**src/rtl/dnn_pkg.sv**
```systemverilog
// rtl/dnn_pkg.sv - shared types and helpers for the DNN layer sequencer
package dnn_pkg;

    typedef enum logic [1:0] {
        IDLE  = 2'd0,
        RUN   = 2'd1,
        DRAIN = 2'd2,
        EMIT  = 2'd3
    } state_t;

    localparam int VEC_MAX_W   = 1024;
    localparam int SLICE_MAX_W = 128;

    // Activation slice k (4 elements of in_w bits), zero-padded to SLICE_MAX_W.
    function automatic logic [SLICE_MAX_W-1:0] chunk_sel(input logic [VEC_MAX_W-1:0] vec,
                                                         input int k, input int in_w);
        return SLICE_MAX_W'(vec >> (k * 4 * in_w));
    endfunction

    // Accumulator width: enough headroom to add C MAC results without overflow.
    function automatic int acc_width(input int mac_w, input int chunks);
        return (chunks > 1) ? mac_w + $clog2(chunks) : mac_w;
    endfunction

endpackage

```
**src/rtl/dnn_seq_pipe.sv**
```systemverilog
// rtl/dnn_seq_pipe.sv - stage B/C valid tracking and per-neuron accumulator
module dnn_seq_pipe
    import dnn_pkg::*;
#(
    parameter int CW    = 1,
    parameter int MAC_W = 12,
    parameter int ACC_W = 13
) (
    input  logic                    clk,
    input  logic                    rst_n,
    input  logic                    issue,
    input  logic [CW-1:0]           issue_chunk,
    input  logic                    issue_last,
    input  logic                    clear_acc,
    input  logic [MAC_W-1:0]        mac_result,
    input  logic                    mac_result_ready,
    output logic                    b_valid,
    output logic [CW-1:0]           b_chunk,
    output logic                    sum_valid,
    output logic signed [ACC_W-1:0] sum
);

    logic                    b_last;
    logic                    c_valid;
    logic                    c_last;
    logic signed [ACC_W-1:0] acc;
    logic signed [ACC_W-1:0] res_ext;

    assign res_ext   = ACC_W'($signed(mac_result));
    assign sum       = acc + res_ext;
    assign sum_valid = c_valid && c_last;

    // The neuron's ready flag holds between bursts, so our own valids decide when to sample.
    always_ff @(posedge clk or negedge rst_n) begin
        if (!rst_n) begin
            b_valid <= 1'b0;
            b_chunk <= '0;
            b_last  <= 1'b0;
            c_valid <= 1'b0;
            c_last  <= 1'b0;
            acc     <= '0;
        end else begin
            b_valid <= issue;
            b_chunk <= issue_chunk;
            b_last  <= issue_last;
            c_valid <= b_valid;
            c_last  <= b_valid && b_last;
            if (clear_acc) begin
                acc <= '0;
            end else if (c_valid) begin
                acc <= sum;
            end
        end
    end

    a_result_ready: assert property (@(posedge clk) disable iff (!rst_n) c_valid |-> mac_result_ready);

endmodule

```
**src/rtl/dnn_layer_sequencer.sv**
```systemverilog
// rtl/dnn_layer_sequencer.sv - sequences one FC layer onto a shared 4-input MAC neuron
module dnn_layer_sequencer
    import dnn_pkg::*;
#(
    parameter int NUM_IN      = 8,
    parameter int NUM_NEURONS = 4,
    parameter int IN_W        = 5,
    parameter int W_W         = 5,
    parameter int MAC_W       = 12,
    parameter int ACC_W       = acc_width(MAC_W, NUM_IN / 4),
    parameter int RELU        = 1,
    localparam int C          = NUM_IN / 4,
    localparam int AW         = (NUM_NEURONS * C > 1) ? $clog2(NUM_NEURONS * C) : 1,
    localparam int IDXW       = (NUM_NEURONS > 1) ? $clog2(NUM_NEURONS) : 1
) (
    input  logic                   clk,
    input  logic                   rst_n,
    input  logic                   start,
    input  logic [NUM_IN*IN_W-1:0] in_vec,
    output logic [AW-1:0]          w_addr,
    input  logic [4*W_W-1:0]       w_rdata,
    output logic                   mac_valid,
    output logic [4*IN_W-1:0]      mac_in,
    output logic [4*W_W-1:0]       mac_w,
    input  logic [MAC_W-1:0]       mac_result,
    input  logic                   mac_result_ready,
    output logic                   out_valid,
    input  logic                   out_ready,
    output logic [IDXW-1:0]        out_idx,
    output logic [ACC_W-1:0]       out_data,
    output logic                   busy,
    output logic                   done
);

    localparam int CW      = (C > 1) ? $clog2(C) : 1;
    localparam int SLICE_W = 4 * IN_W;

    state_t                   state, state_nx;
    logic [NUM_IN*IN_W-1:0]   act;
    logic [CW-1:0]            chunk;
    logic [IDXW-1:0]          neuron;
    logic                     issue, issue_last, accept, last_neuron, start_acc, clear_acc;
    logic                     b_valid;
    logic [CW-1:0]            b_chunk;
    logic                     sum_valid;
    logic signed [ACC_W-1:0]  sum;

    assign issue       = (state == RUN);
    assign issue_last  = issue && (chunk == CW'(C - 1));
    assign accept      = (state == EMIT) && out_ready;
    assign last_neuron = (neuron == IDXW'(NUM_NEURONS - 1));
    assign start_acc   = (state == IDLE) && start;
    assign clear_acc   = start_acc || (accept && !last_neuron);

    always_ff @(posedge clk or negedge rst_n) begin
        if (!rst_n) begin
            state <= IDLE;
        end else begin
            state <= state_nx;
        end
    end

    always_comb begin
        state_nx = state;
        case (state)
            IDLE:    if (start) state_nx = RUN;
            RUN:     if (issue_last) state_nx = DRAIN;
            DRAIN:   if (sum_valid) state_nx = EMIT;
            EMIT:    if (out_ready) state_nx = last_neuron ? IDLE : RUN;
            default: state_nx = IDLE;
        endcase
    end

    always_comb begin
        busy      = (state != IDLE);
        out_valid = (state == EMIT);
        out_idx   = out_valid ? neuron : '0;
        w_addr    = issue ? (AW'(neuron) * AW'(C) + AW'(chunk)) : '0;
        mac_valid = b_valid;
        mac_in    = b_valid ? SLICE_W'(chunk_sel(VEC_MAX_W'(act), int'(b_chunk), IN_W)) : '0;
        mac_w     = b_valid ? w_rdata : '0;
    end

    // The last chunk's sum bypasses the accumulator and lands directly in out_data.
    always_ff @(posedge clk or negedge rst_n) begin
        if (!rst_n) begin
            act      <= '0;
            chunk    <= '0;
            neuron   <= '0;
            out_data <= '0;
            done     <= 1'b0;
        end else begin
            done <= accept && last_neuron;
            if (start_acc) begin
                act    <= in_vec;
                neuron <= '0;
                chunk  <= '0;
            end
            if (issue) begin
                chunk <= issue_last ? '0 : chunk + CW'(1);
            end
            if (accept && !last_neuron) begin
                neuron <= neuron + IDXW'(1);
            end
            if (sum_valid) begin
                out_data <= (RELU != 0 && sum[ACC_W-1]) ? '0 : sum;
            end
        end
    end

    dnn_seq_pipe #(
        .CW    (CW),
        .MAC_W (MAC_W),
        .ACC_W (ACC_W)
    ) u_pipe (
        .clk              (clk),
        .rst_n            (rst_n),
        .issue            (issue),
        .issue_chunk      (chunk),
        .issue_last       (issue_last),
        .clear_acc        (clear_acc),
        .mac_result       (mac_result),
        .mac_result_ready (mac_result_ready),
        .b_valid          (b_valid),
        .b_chunk          (b_chunk),
        .sum_valid        (sum_valid),
        .sum              (sum)
    );

endmodule
```
**config.mk**
```make
export PLATFORM = sky130hd
export DESIGN_NAME = dnn_layer_sequencer
export DESIGN_NICKNAME = d
export VERILOG_FILES = /design/src/rtl/dnn_pkg.sv /design/src/rtl/dnn_seq_pipe.sv /design/src/rtl/dnn_layer_sequencer.sv
export SDC_FILE = /design/constraint.sdc
export NUM_CORES = 1
export LEC_CHECK = 0
export CAP_MARGIN = 20
export CORE_AREA = 2 2 94 96
export DETAILED_ROUTE_END_ITERATION = 16
export DIE_AREA = 0 0 96 98
export GPL_ROUTABILITY_DRIVEN = 0
export PLACE_DENSITY = 0.89
export SLEW_MARGIN = 20
export SYNTH_ARGS = -nofsm -noshare
export SYNTH_HDL_FRONTEND = slang
export SYNTH_SLANG_ARGS = --single-unit
```
**constraint.sdc**
```tcl
create_clock -name clk -period 4.65 [get_ports clk]
set_input_delay 1.1625 -clock clk [delete_from_list [all_inputs] [get_ports clk]]
set_output_delay 1.1625 -clock clk [all_outputs]
set_load 0.005 [all_outputs]
```
* Yosys cells after proc, flatten, opt, wreduce, memory -nomap -nowiden *
Index checks and enable logic that the tools add are counted.
W data, S select, Z words.

word-level totals
  memories = 0
  input bits = 77
  memory bits (writable) = 0
  bits in read-only memories = 0
  register bits = 77
  logic and storage cells = 59
  bits in latches = 0

operators by class
  mux-type cells = 18
  add/sub/neg operators = 4
  shift-type cells = 1
  $mul = 1
  reductions and logical operators = 15
  magnitude comparators = 0
  divide/modulo/power cells = 0
  bitwise logic cells = 0
  eq/ne operators = 8

operators by type and width
  operator               count
  $mux W20               2
  $shr A40 B6 Y20        1
  $mux W13               2
  $mux W2                7
  $add A13 B12 Y13       1
  $mux W12               1
  $pmux W2 S4            1
  $reduce_bool A2 Y1     4
  $logic_and A1 B1 Y1    7
  $eq A2 B2 Y1 const B   3
  $mul A1 B3 Y4 const B  1
  $mux W1                4
  $ne A2 B1 Y1 const B   2
  $ne A2 B2 Y1 const B   2
  $reduce_and A4 Y1      1
  $add A3 B1 Y3          1
  $mux W3                1
  $add A2 B1 Y2 const B  1
  $eq A2 B1 Y1 const B   1
  $logic_not A2 Y1       1
  $add A1 B1 Y1 const B  1
  $logic_not A1 Y1       1
  $logic_or A1 B1 Y1     1

* Depth between registers and ports, before layout *
Gate-level depths: netlist of run 1.

  word-level depth = 5
  mapped depth = 10

* Modules after synthesis *
A second synthesis of run 1 with hierarchy kept.

unflattened totals
  cell total of the unflattened synthesis = 412
  area total of the unflattened synthesis = 4440.5 um^2

by module, submodules not included
  module               area an instance (um^2)  cells each  seq. area each (um^2)  times used
  dnn_layer_sequencer  2910.3                   246         1451.4                 1
  dnn_seq_pipe         1530.2                   166         450.4                  1

* Worst setup path before layout of run 1 *
No wires, ideal clock.

  path type = input to register
  start point = input mac_result[0]
  end point = register out_data[10]
  setup time = 0.122 ns
  cell stages on the path = 10
  path buffers = 0
  path slack = 1.540 ns
  arrival time = 2.988 ns
  path through = ha_1 -> inv_1 -> fa_1 -> nand2b_1 -> a21oi_2 -> o311a_4 -> o22ai_4 -> xnor2_2 -> nor2_8 -> a32o_1

on the way
  word-level cells in the longest chain between the ends = 2

ends and longest elaborated chain
  item                  line                        text
  start, declared       dnn_layer_sequencer.sv:25   input logic [MAC_W-1:0] mac_result,
  $add A13 B12 Y13      dnn_seq_pipe.sv:30          assign sum = acc + res_ext;
  $mux W12              dnn_layer_sequencer.sv:106  out_data <= (RELU != 0 && sum[ACC_W-1]) ? '0 : sum;
  end signal, assigned  dnn_layer_sequencer.sv:106
  end, declared         dnn_layer_sequencer.sv:30   output logic [ACC_W-1:0] out_data,

No other way between the ends.
A chain may end at the register's enable or synchronous reset.

* Worst setup path in the final report of run 1 *
Same ends and word-level chain as after synthesis.

==> flow_summary.yaml, run 1 <==
detailed_routing:
  ant_nets: 0
  wire_per_inst_um: 15.4
  route.detailed.drc: 0
  dr_total_vias: 2999
  dr.pass1.iters: 4
  drt_iter0_drc: 87
  vias_per_cell: 5.10
  totalWireLength_mm: 9.07
power:
  p_leak_nw: 2.49
  powerDensity_nw_per_um2: 585
  ir_drop_uv: 309
place:
  io_buffers: 136
  hpwl_mm: 6.63
  place_inst: 572
  dpl_worst_slack_ns: 0.828
floorplan:
  initial_utilization: 0.473
  ioPinCount: 139
  core_area_um2: 8470
  row_count: 34
  die_h_um: 98
  die-area_um2: 9410
  die_w_um: 96
clock_network:
  cts_resized: 0
  cts_buffers: 9
  cts_buffer_depth: 2
  worstSkewPairLatency_ns: 0.34
  cts-hold-fix-buffers: 0
  cts_max_level: 3
  cts_setup_buffers: 0
  cts-root-buf: "clkbuf_8"
  tritoncts: "yes"
  cts_sinks: 76
  cts.clk_slew.worst_paths_ns: 0.08
global_routing:
  grt_pass1_wl_mm: 15.2
  grt_usage: 0.205
  grt_max_degree: 77
  antenna_found_initial: 0
  grt_pass1_vias: 3241
  grt_overflow_total: 0
cells_and_area:
  final_cell_mix: "clkdlybuf4s50_1 (135), dfrtp_1 (75), mux2_2 (40), mux2i_1 (29), and2_1 (26)"
  diodes: 0
  nNetsFinal: 571
  drive_gt1_frac: 0.152
  area_delta_synth_final_pct: 41.7
  instances_no_fill: 588
  final_common_cell: "clkdlybuf4s50_1"
sta:
  whs_ns: 0.428
  min_period_ns: 3.45
  slew_headroom: 0.366
  setup_ws_ns: 1.20
  clock_skew_ns: 0.00721
  slew_viol_final: 0
  tightest_slew_ns: 0.952
  hold_violations: 0
  setup_viol: 0
  period_share: 0.743
  setup_tns_ns: 0
  rsz0062_at_grt: "false"
  max_clock_freq_mhz: 290
yosys:
  synth_edf_count: 0
  synthArstFlopShare: 1.00
  synth_nets: 438
  yosysWarningCount: 0
  synth-main-ff-cell: "dfrtp_1"
  syn_inst: 342
  syn_area_um2: 4000
  ys_ff_latch: 76
  synth.avg_cell_area_um2: 11.7
  yosysSeqAreaShare: 0.475
  yosysUniqueCellTypes: 43
setup_path:
  critPathKind: "in2reg"
  crit_chain: "clkdlybuf4s50_1 > ha_1 > inv_1 > fa_1 > nand2b_1 > a21oi_2 > o311a_4 > o22ai_4 > xnor2_2 > nor2_8 > a32o_1"
  arrival_ns: 3.69
  critPathBufInv: 2
  critPathTopFamily: "compound AO/OA/AOI/OAI gates"
  critPathSlowestCell: "clkdlybuf4s50_1"
  worstSetupStartpointType: "input pin"
  cp-end-kind: "flop"
  max_stage_delay_ns: 0.46
  cp_max_fo: 10
  worst_ep_required_time_ns: 4.89
hold_path:
  hp-class: "reg2reg"
flow_run:
  maxCapViolCount: 0
outcome:
  status: "finished, final reports clean"
## through the flow
stage / utilization / cell area [µm²] / total power [mW]
global placement: 0.643 / 5440 / 2.69
finish: 0.670 / 5670 / 3.31
CTS: 0.669 / 5670 / 3.35
floorplan: - / 4000 / 2.14
detailed placement: 0.643 / 5440 / 2.77
global route: 0.670 / 5670 / 3.56
## layout make-up
cell class,instances,area [µm²]
sequential,76,1900
tap,108,135
clock buffer,10,138
inverter,9,33.8
clock inverter,6,87.6
multi-input combinational,241,2000
timing repair buffer,138,1370
fill,660,2800
## flip-flops by register name, summed over array words and instances, names as in the netlist, 2 cells and up
register and count:
state 2, act 40, u_pipe.acc 13, neuron 2
out_data 12
## per-layer routing
layer | track usage | wire [µm]
met1 | 0.235 | 3590
met2 | 0.364 | 4810
met3 | 0.0563 | 558
met4 | 0.0626 | 116
met5 | 0 | 0
## final timing paths
| kind | from | endpoint | slack [ns] | depth (start not counted) |
|---|---|---|---|---|
| max | mac_result[0] | out_data[10]$_DFFE_PN0P_ | 1.20 | 11 |
| min | chunk$_DFFE_PN0P_ | u_pipe.b_chunk$_DFF_PN0_ | 0.43 | 0 |
| max reg2reg | u_pipe.c_valid$_DFF_PN0_ | state[0]$_DFFE_PN0P_ | 1.94 | 4 |
| min reg2reg | chunk$_DFFE_PN0P_ | u_pipe.b_chunk$_DFF_PN0_ | 0.43 | 0 |
| max in group asynchronous | rst_n | u_pipe.b_valid$_DFF_PN0_ | 3.04 | 1 |
| min in group asynchronous | rst_n | state[0]$_DFFE_PN0P_ | 0.96 | 1 |
## Yosys cell counts (2+ instances only)
| master | instances | share of area |
|---|---|---|
| dfrtp_1 | 76 | 0.48 |
| a211oi_1 | 2 | 0.0038 |
| nor2b_1 | 25 | 0.039 |
| nor2_1 | 17 | 0.016 |
| o31ai_1 | 3 | 0.0056 |
| nand2_1 | 10 | 0.0094 |
| clkbuf_1 | 12 | 0.011 |
| or3_1 | 2 | 0.0031 |
| o21ai_0 | 8 | 0.010 |
| a21o_1 | 6 | 0.011 |
| nand2b_1 | 2 | 0.0031 |
| ha_1 | 18 | 0.056 |
| and2_1 | 26 | 0.041 |
| xor2_1 | 3 | 0.0066 |
| nand3_1 | 5 | 0.0063 |
| inv_1 | 8 | 0.0075 |
| mux2i_1 | 29 | 0.073 |
| mux2_2 | 40 | 0.11 |
| a22o_1 | 9 | 0.020 |
| xnor2_1 | 8 | 0.018 |
| buf_4 | 3 | 0.0056 |
| a21oi_1 | 8 | 0.010 |
| a31oi_1 | 2 | 0.0031 |
## report_power, final
part | leakage [nW] | internal [mW] | switching [mW] | total, mW
combinational | 1.45 | 0.917 | 0.643 | 1.56
sequential | 0.931 | 0.962 | 0.222 | 1.18
clock | 0.105 | 0.316 | 0.253 | 0.569
## cell families after synthesis
| family | synth area share |
|---|---|
| AO/OA/AOI/OAI | 0.0941 |
| XOR/XNOR | 0.0281 |
| adder cells (fa/ha/maj) | 0.0613 |
| buffers and inverters | 0.0263 |
| flip-flops | 0.475 |
| multiplexers | 0.185 |
| other | 0.000937 |
| AND/OR/NAND/NOR | 0.129 |
(Power assumes the default switching activity.)
==> run 2, diff against run 1 <==
Settings changed: CORE_AREA 2 2 94 96 to 2 2 102 104, DIE_AREA 0 0 96 98 to 0 0 104 106, PLACE_DENSITY 0.89 to 0.81.
Clock period 4.65 ns to 2.8 ns, I/O delays scaled along.
==> flow_summary.yaml, run 2 (synthesis results as in run 1) <==
outcome:
  status: "finished, final reports clean"
power:
  p_int_mw: 3.78
  total_power_mw: 5.70
  ir_drop_uv: 526
  p_clk_frac: 0.161
  p_leak_nw: 2.61
  p_switching_mw: 1.92
  swShare: 0.337
  combPwrFrac: 0.509
  powerDensity_nw_per_um2: 965
  seqPwrFrac: 0.330
sta:
  period_share: 0.965
  whs_ns: 0.418
  hold_violations: 0
  setup_viol: 0
  slew_headroom: 0.360
  clock_skew_ns: 0.00735
  setup_tns_ns: 0
  max_clock_freq_mhz: 370
  min_period_ns: 2.70
  rsz0062_at_grt: "false"
  slew_viol_final: 0
  setup_ws_ns: 0.0974
  tightest_slew_ns: 0.935
clock_network:
  cts_buffers: 9
  cts.clk_slew.worst_paths_ns: 0.08
  cts_sinks: 76
  tritoncts: "yes"
  worstSkewPairLatency_ns: 0.34
  cts_max_level: 3
  cts-root-buf: "clkbuf_8"
  cts_buffer_depth: 2
setup_path:
  r2r_slack_ns: 0.48
  critPathKind: "in2reg"
  critPathCapture: "u_pipe.acc[12]$_DFFE_PN0P_"
  timing.rr.start: "u_pipe.acc[0]$_DFFE_PN0P_"
  worst_ep_required_time_ns: 3.03
  cp_max_fo: 2
  timing.rr.end: "out_data[10]$_DFFE_PN0P_"
  worstSetupStartpointType: "input pin"
  cp-end-kind: "flop"
  critPathLaunch: "mac_result[0]"
  arrival_ns: 2.94
  reg2regPathDepth: 9
place:
  dpl_cell_area_um2: 5650
  hpwl_mm: 6.85
  place_inst: 621
  io_buffers: 136
  dpl_worst_slack_ns: -0.412
cells_and_area:
  nNetsFinal: 593
  post-route-util: 0.591
  final_cell_mix: "clkdlybuf4s50_1 (135), dfrtp_1 (76), mux2_2 (40), mux2i_1 (29), and2_1 (26)"
  final_common_cell: "clkdlybuf4s50_1"
  reg_top3: "act x40, u_pipe.acc x13, out_data x12"
  n_fill_cell: 865
  drive_gt1_frac: 0.191
  regMostFlops: "act"
  largest_reg_flops: 40
  final_area_um2: 5910
  instances_no_fill: 638
  diodes: 0
  area_delta_synth_final_pct: 47.6
floorplan:
  ioPinCount: 139
  core_area_um2: 10000
  die_w_um: 104
  die_h_um: 106
  row_count: 37
  die-area_um2: 11000
  initial_utilization: 0.400
detailed_routing:
  dr.pass1.iters: 4
  ant_nets: 0
  dr_total_vias: 3105
  drt_iter0_drc: 70
  route.detailed.drc: 0
  wire_per_inst_um: 14.9
  vias_per_cell: 4.87
  totalWireLength_mm: 9.53
global_routing:
  grt_overflow_total: 0
  grt_usage: 0.182
  grt_pass1_wl_mm: 16.1
  grt_max_degree: 77
  antenna_found_initial: 0
  grt_pass1_vias: 3316
hold_path:
  hp-class: "reg2reg"
flow_run:
  maxCapViolCount: 0
run 2: cell types whose count changed in the layout (fill, tap and decap cells not counted), sizes merged:
cell	change
buf	+22
clkinv	+1
clkinvlp	-1
run 2: cell type report:
type	count	area, µm²	area share
Clock buffer	10	128	0.0216
Clock inverter	6	88.8	0.0150
Inverter	9	33.8	0.00572
Multi-Input combinational cell	241	2030	0.344
Sequential cell	76	1900	0.322
Tap cell	136	170	0.0288
Timing Repair Buffer	160	1550	0.263
run 2: metal layers:
metal | GRT usage | wire (µm) | part of all wire
met1 | 0.212 | 3940 | 0.41
met2 | 0.332 | 5020 | 0.53
met3 | 0.0527 | 524 | 0.055
met4 | 0.0434 | 38 | 0.0040
met5 | 0 | 0 | 0
run 2: what timing repair did:
action                                 in CTS  in global routing
gates resized for setup                     1                  4
endpoints found under the hold margin       0                  0
setup endpoints to repair                   1                 13
hold buffers                                0                  0
pin swaps                                   0                  2
buffers inserted                            0                  1
run 2: critical path, cell delays in order:
cell and delay [ns]:
clkdlybuf4s50_1 0.46, ha_1 0.16, inv_1 0.06, fa_2 0.34, nand2b_4 0.16, a21oi_4 0.16
o311a_4 0.22, o22ai_4 0.09, buf_4 0.15, xnor2_2 0.13, a21oi_1 0.09, a31o_2 0.22
run 2: how the worst min path moves through the flow:
stage | startpoint | endpoint | cells after the start
4_1_cts | chunk$_DFFE_PN0P_ | u_pipe.b_chunk$_DFF_PN0_ | 0
3_3_place_gp | chunk$_DFFE_PN0P_ | u_pipe.b_chunk$_DFF_PN0_ | 0
5_1_grt | chunk$_DFFE_PN0P_ | u_pipe.b_chunk$_DFF_PN0_ | 0
3_5_place_dp | chunk$_DFFE_PN0P_ | u_pipe.b_chunk$_DFF_PN0_ | 0
6_report | chunk$_DFFE_PN0P_ | u_pipe.b_chunk$_DFF_PN0_ | 0
2_1_floorplan | chunk$_DFFE_PN0P_ | u_pipe.b_chunk$_DFF_PN0_ | 0
run 2: power groups by stage:
stage / clock network (mW) / registers (mW) / logic [mW]
after detailed placement: 0 / 1.90 / 2.86
after global placement: 0 / 1.87 / 2.77
after floorplan: 0 / 1.82 / 1.73
after CTS: 0.949 / 1.88 / 2.90
final: 0.917 / 1.88 / 2.90
after global routing: 1.00 / 1.95 / 3.20
